`config.mk`:
```
export PLATFORM = sky130hd
export DESIGN_NAME = button_debounce_flat
export DESIGN_NICKNAME = d
export VERILOG_FILES = /design/src/rtl/button_debounce_if.sv /design/src/rtl/button_debounce.sv /design/src/flat_wrapper.sv
export SDC_FILE = /design/constraint.sdc
export NUM_CORES = 1
export LEC_CHECK = 0
export ABC_AREA = 1
export BUFFER_PORTS_ARGS = -buffer_cell sky130_fd_sc_hd__buf_2
export CORE_MARGIN = 1.5
export CORE_UTILIZATION = 40
export DETAILED_ROUTE_END_ITERATION = 10
export PLACE_DENSITY = 0.59
export SYNTH_ARGS = -nofsm -noshare
export SYNTH_HDL_FRONTEND = slang
export SYNTH_SLANG_ARGS = --single-unit
```
`constraint.sdc`:
```
create_clock -name clk -period 3.8 [get_ports clk]
set_input_delay 1.14 -clock clk [delete_from_list [all_inputs] [get_ports clk]]
set_output_delay 1.14 -clock clk [all_outputs]
set_load 0.01 [all_outputs]
```
`src/rtl/button_debounce_if.sv`:
```
// button_debounce_if: sample-strobe and raw pin toward the debouncer, cleaned
// level and event pulses back toward the game-control FSM.
interface button_debounce_if;
  logic clk_spori;
  logic btn_in;
  logic btn_level;
  logic btn_press;
  logic btn_release;
  logic btn_long;

  modport master (
    output clk_spori,
    output btn_in,
    input  btn_level,
    input  btn_press,
    input  btn_release,
    input  btn_long
  );

  modport slave (
    input  clk_spori,
    input  btn_in,
    output btn_level,
    output btn_press,
    output btn_release,
    output btn_long
  );
endinterface

```
`src/rtl/button_debounce.sv`:
```
// button_debounce: debounces one push-button pin. The pin is sampled once per
// rising edge of clk_spori (used as a data strobe, not a clock); a level change
// is accepted after STABLE_TICKS consecutive matching samples. Produces a clean
// level plus registered one-clk press/release pulses.
// Optional long-press pulse: define BUTTON_DEBOUNCE_LONG_PRESS_EN.
module button_debounce #(
  parameter int unsigned STABLE_TICKS = 4,
  parameter int unsigned LONG_TICKS   = 200,
  parameter int unsigned CNT_W        = 8,
  parameter bit          ACTIVE_LOW   = 1'b0
) (
  input  logic             clk,
  input  logic             rst,
  button_debounce_if.slave bus
);

  typedef enum logic [1:0] {
    RELEASED,
    WAIT_PRESS,
    PRESSED,
    WAIT_RELEASE
  } state_e;

  localparam logic [CNT_W-1:0] STABLE_CNT = CNT_W'(STABLE_TICKS);

  if (STABLE_TICKS < 1 ||
      CNT_W < $clog2(STABLE_TICKS + 1) ||
      CNT_W < $clog2(LONG_TICKS + 1)) begin : g_bad_params
    $error("button_debounce: STABLE_TICKS must be >=1 and CNT_W must hold max(STABLE_TICKS, LONG_TICKS)");
  end

  logic             sync1_q;
  logic             sync2_q;
  logic             spori_d_q;
  logic             sample;
  logic             tick;

  state_e           state_q;
  state_e           state_d;
  logic [CNT_W-1:0] cnt_q;
  logic [CNT_W-1:0] cnt_d;
  logic [CNT_W-1:0] cnt_inc;
  logic             press_q;
  logic             press_d;
  logic             release_q;
  logic             release_d;

  // Pin synchronizer and strobe edge-detect register; reset to the idle pin level
  always_ff @(posedge clk or posedge rst) begin
    if (rst) begin
      sync1_q   <= ACTIVE_LOW;
      sync2_q   <= ACTIVE_LOW;
      spori_d_q <= 1'b0;
    end else begin
      sync1_q   <= bus.btn_in;
      sync2_q   <= sync1_q;
      spori_d_q <= bus.clk_spori;
    end
  end

  assign sample  = sync2_q ^ ACTIVE_LOW;
  assign tick    = bus.clk_spori & ~spori_d_q;
  assign cnt_inc = (cnt_q == '1) ? cnt_q : cnt_q + 1'b1;

  // Debounce FSM state, counter and registered event pulses
  always_ff @(posedge clk or posedge rst) begin
    if (rst) begin
      state_q   <= RELEASED;
      cnt_q     <= '0;
      press_q   <= 1'b0;
      release_q <= 1'b0;
    end else begin
      state_q   <= state_d;
      cnt_q     <= cnt_d;
      press_q   <= press_d;
      release_q <= release_d;
    end
  end

  // Next-state logic: advances only on sample ticks; pulses default low
  always_comb begin
    state_d   = state_q;
    cnt_d     = cnt_q;
    press_d   = 1'b0;
    release_d = 1'b0;
    if (tick) begin
      unique case (state_q)
        RELEASED: begin
          if (sample) begin
            if (STABLE_TICKS == 1) begin
              state_d = PRESSED;
              cnt_d   = '0;
              press_d = 1'b1;
            end else begin
              state_d = WAIT_PRESS;
              cnt_d   = {{(CNT_W-1){1'b0}}, 1'b1};
            end
          end
        end
        WAIT_PRESS: begin
          if (!sample) begin
            state_d = RELEASED;
            cnt_d   = '0;
          end else if (cnt_inc == STABLE_CNT) begin
            state_d = PRESSED;
            cnt_d   = '0;
            press_d = 1'b1;
          end else begin
            cnt_d = cnt_inc;
          end
        end
        PRESSED: begin
          if (!sample) begin
            if (STABLE_TICKS == 1) begin
              state_d   = RELEASED;
              cnt_d     = '0;
              release_d = 1'b1;
            end else begin
              state_d = WAIT_RELEASE;
              cnt_d   = {{(CNT_W-1){1'b0}}, 1'b1};
            end
          end
        end
        WAIT_RELEASE: begin
          if (sample) begin
            state_d = PRESSED;
            cnt_d   = '0;
          end else if (cnt_inc == STABLE_CNT) begin
            state_d   = RELEASED;
            cnt_d     = '0;
            release_d = 1'b1;
          end else begin
            cnt_d = cnt_inc;
          end
        end
        default: begin
          state_d = RELEASED;
          cnt_d   = '0;
        end
      endcase
    end
  end

  // Level is 1 for the whole pressed half of the FSM, so it flips in the same
  // cycle the registered press/release pulse appears.
  assign bus.btn_level   = (state_q == PRESSED) || (state_q == WAIT_RELEASE);
  assign bus.btn_press   = press_q;
  assign bus.btn_release = release_q;

`ifdef BUTTON_DEBOUNCE_LONG_PRESS_EN
  localparam logic [CNT_W-1:0] LONG_CNT = CNT_W'(LONG_TICKS);

  logic [CNT_W-1:0] long_cnt_q;
  logic [CNT_W-1:0] long_cnt_d;
  logic             long_q;
  logic             long_d;

  // Long-press counter and registered pulse
  always_ff @(posedge clk or posedge rst) begin
    if (rst) begin
      long_cnt_q <= '0;
      long_q     <= 1'b0;
    end else begin
      long_cnt_q <= long_cnt_d;
      long_q     <= long_d;
    end
  end

  // Counts ticks spent pressed; stops at LONG_TICKS so the pulse fires once.
  // press_d marks entry to PRESSED from a press, so a bounce back from
  // WAIT_RELEASE keeps the count.
  always_comb begin
    long_cnt_d = long_cnt_q;
    long_d     = 1'b0;
    if (tick && (state_q == PRESSED || state_q == WAIT_RELEASE) &&
        (long_cnt_q < LONG_CNT)) begin
      long_cnt_d = long_cnt_q + 1'b1;
      long_d     = (long_cnt_q == LONG_CNT - 1'b1);
    end
    if (press_d) begin
      long_cnt_d = '0;
    end
  end

  assign bus.btn_long = long_q;
`else
  assign bus.btn_long = 1'b0;
`endif

endmodule
```
`src/flat_wrapper.sv`:
```
// flat-port wrapper written by rule: the top's interface ports become plain ports
module button_debounce_flat 
#(
  parameter int unsigned STABLE_TICKS = 4,
  parameter int unsigned LONG_TICKS   = 200,
  parameter int unsigned CNT_W        = 8,
  parameter bit          ACTIVE_LOW   = 1'b0
)
  (clk, rst, bus_clk_spori, bus_btn_in, bus_btn_level, bus_btn_press, bus_btn_release, bus_btn_long);
  button_debounce_if bus_i ();
  input  logic clk;
  input  logic rst;
  input wire logic [$bits(bus_i.clk_spori)-1:0] bus_clk_spori;
  input wire logic [$bits(bus_i.btn_in)-1:0] bus_btn_in;
  output wire logic [$bits(bus_i.btn_level)-1:0] bus_btn_level;
  output wire logic [$bits(bus_i.btn_press)-1:0] bus_btn_press;
  output wire logic [$bits(bus_i.btn_release)-1:0] bus_btn_release;
  output wire logic [$bits(bus_i.btn_long)-1:0] bus_btn_long;
  assign bus_i.clk_spori = bus_clk_spori;
  assign bus_i.btn_in = bus_btn_in;
  assign bus_btn_level = bus_i.btn_level;
  assign bus_btn_press = bus_i.btn_press;
  assign bus_btn_release = bus_i.btn_release;
  assign bus_btn_long = bus_i.btn_long;
  button_debounce #(.STABLE_TICKS(STABLE_TICKS), .LONG_TICKS(LONG_TICKS), .CNT_W(CNT_W), .ACTIVE_LOW(ACTIVE_LOW)) u_core (.clk(clk), .rst(rst), .bus(bus_i));
endmodule
```
==> results.sh <==
export IMPL_io_buffers=6
export IMPL_ir_worst_vdd_uv=266
export IMPL_clk_latency_ns=0.29
export IMPL_synth_cells=118
export IMPL_drv_slew=0
export IMPL_cts_sinks=15
export IMPL_coreArea_sq_mm=0.00198
export IMPL_drive_gt1_share_pct=15.1
export IMPL_yosys_warnings=0
export IMPL_synth_area_top_cells="dfrtp_1 44%, nand2_1 13%, inv_1 8.0%"
export IMPL_p_clk_share_pct=21.4
export IMPL_path_clk_slew_ns=0.08
export IMPL_status="completed"
export IMPL_pwr_share_comb_pct=29.9
export IMPL_grt_usage_pct=15.9
export IMPL_cts_hold_buffers=0
export IMPL_dp_hpwl_um=1340
export IMPL_cp_end_kind="flip-flop"
export IMPL_syn_to_final_growth_pct=9.28
export IMPL_maxCapViolCount=0
export IMPL_rr_worst_depth=13
export IMPL_critPathMaxStageDelay_ns=0.25
export IMPL_hold_start="u_core.sync1_q"
export IMPL_final_cell_mix="29 x nand2_1, 18 x inv_1, 15 x dfrtp_1, 13 x nor2_1, 13 x nand3_1"
export IMPL_grt_max_degree=16
export IMPL_cts_tree="built"
export IMPL_grt_pass1_wl_um=2900
export IMPL_rsz0062_at_grt="no"
export IMPL_critPathMaxFanout=8
export IMPL_drt_pass1_iter_count=4
export IMPL_synth_seq_cells=15
export IMPL_power_density_mw_per_mm2=456
export IMPL_grt_pass1_vias=689
export IMPL_swShare_pct=37.4
export IMPL_grt_antenna_before_repair=0
export IMPL_fin_crit_ns=2.07
export IMPL_routed_wl_um=1700
export IMPL_fin_ws_ns=1.73
export IMPL_syn_nets=123
export IMPL_cts_resized=0
export IMPL_fp_dieW_um=49.1
export IMPL_fin_worst_skew_ns=0.00709
export IMPL_synth_largest_area_cell="dfrtp_1"
export IMPL_max_freq_mhz=482
export IMPL_place_ws_ns=1.44
export IMPL_cts_max_path_buffers=2
export IMPL_route_detailed_drc=0
export IMPL_ant_nets=0
export IMPL_route_vias_total=726
export IMPL_relSlewSlack_pct=62.6
export IMPL_wire_per_inst_um=11.1
export IMPL_overflow=0
export IMPL_crit_chain="buf_2 > inv_1 > nor2_2 > inv_1 > nor2_1 > inv_1 > o21ai_2 > o21ai_0"
export IMPL_fp_dieArea_sq_mm=0.00241
export IMPL_r2r_start="u_core.cnt_q[0]"
export IMPL_initial_core_util_pct=42.9
export IMPL_p_int_uw=265
export IMPL_die_h_um=49.1
export IMPL_crit_path_top_delay_cell="nor2_1"
export IMPL_power_leakage_nw=0.440
export IMPL_tns_ns=0
export IMPL_fin_hold_ws_ns=0.356
export IMPL_ys_seq_area_share_pct=44.2
export IMPL_rows=16
export IMPL_layout_cells_most_common="nand2_1"
export IMPL_ios=8
export IMPL_hold_class="flip-flop to flip-flop"
export IMPL_ctsHtreeMaxLevel=1
export IMPL_required_ns=3.96
export IMPL_syn_area_per_cell_sq_um=7.20
export IMPL_worst_pin_slew_ns=0.560
export IMPL_hold_viol_final=0
export IMPL_final_nets=132
export IMPL_seqPwrFrac_pct=48.7
export IMPL_avgViaCountPerCell=4.75
export IMPL_finalPower_uw=423
export IMPL_p_sw_uw=158
export IMPL_fin_crit_sh_pct=54.5
export IMPL_cts_root_buffer="clkbuf_4"
export IMPL_diodes=0
export IMPL_cpMostUsedCell="inv_1"
export IMPL_drt_iter0_drc=24
export IMPL_holdPathStages=0
export IMPL_crit_type="input pin to flip-flop"
export IMPL_cts_buffers=3
export IMPL_ys_types=20
export IMPL_yosys_area_top_type_share_pct=44.2
export IMPL_fill_cells=205
export IMPL_worst_setup_path_start_kind="input pin"
export IMPL_setup_viol=0
export IMPL_syn_area_sq_um=850
export IMPL_final_util_pct=46.8
export IMPL_crit_path_start="bus_clk_spori"
export IMPL_postCtsSetupRepairBufs=0
export IMPL_worst_endpoint_arrival_ns=2.23
export IMPL_gp_congestion=0.810
## state kept, by name, indices dropped and copies added, names as in the netlist, named ones only
signal                  cells
u_core.bus.btn_press        1
u_core.cnt_q                8
u_core.sync1_q              1
u_core.state_q              1
u_core.sample               1
u_core.bus.btn_release      1
u_core.spori_d_q            1
## final timing paths
| kind | to | slack [ns] |
|---|---|---|
| worst min-delay path | u_core.sample | 0.36 |
| max in group asynchronous | u_core.cnt_q[4] | 2.54 |
| worst min register to register | u_core.sample | 0.36 |
| worst max register to register | flip-flop | 1.97 |
| worst max-delay path | u_core.cnt_q[7] | 1.73 |
| min in group asynchronous | u_core.cnt_q[5] | 0.89 |
## per-layer routing
metal	track usage, %	vias up	share of wire (%)
met5	0	-	0
met4	1.43	0	0
met3	6.44	0	3.7
met2	26.1	11	47
met1	20.3	330	49
li1	-	385	-
## cell type report
type / count / area [sq um] / share of cell area [%]
Multi-Input combinational cell: 82 / 392 / 42.2
Sequential cell: 15 / 375 / 40.4
Inverter: 19 / 71.3 / 7.68
Tap cell: 27 / 33.8 / 3.64
Timing Repair Buffer: 6 / 30.0 / 3.23
Clock buffer: 4 / 26.3 / 2.83
## through the flow
step | area [sq um] | std cells
3_3_place_gp | 902 | 149
3_5_place_dp | 902 | 149
6_report | 928 | 153
2_1_floorplan | 850 | 118
4_1_cts | 928 | 153
5_1_grt | 928 | 153
## power by group through the flow
stage | Combinational (mW) | Sequential [mW] | Clock, mW
final | 0.127 | 0.206 | 0.0906
after global routing | 0.147 | 0.211 | 0.101
after CTS | 0.127 | 0.206 | 0.0955
after detailed placement | 0.126 | 0.209 | 0
after global placement | 0.127 | 0.208 | 0
after floorplan | 0.105 | 0.202 | 0
## cells in the mapped netlist
cell / count
nor3_1: 2
nand2_1: 29
nor2_2: 4
nor2_4: 1
inv_1: 18
nor2_1: 13
buf_4: 1
nand2_2: 2
dfrtp_1: 15
o21ai_0: 9
nand3_2: 1
o21ai_2: 1
nand3_1: 13
clkbuf_1: 1
o22ai_1: 3
nand4_1: 1
conb_1: 1
a21oi_1: 1
ha_1: 1
inv_2: 1
## cell families (layout without fill, tap and decap cells)
logic type                 count (synthesis)  in the layout  synth area share (%)
AOI/OAI and AO/OA                         14             14                  9.13
buffers and inverters                     21             29                  9.72
other                                      1              1                 0.441
and+or+nand+nor                           66             66                  35.1
adders and majority gates                  1              1                  1.47
DFF                                       15             15                  44.2
## critical path: cells and delay by family
family	cells	cell delay, ns
buffers and inverters	4	0.37
AND/OR/NAND/NOR	2	0.43
AO/OA/AOI/OAI	2	0.28
No activity file was read; power rests on OpenSTA's default activity.
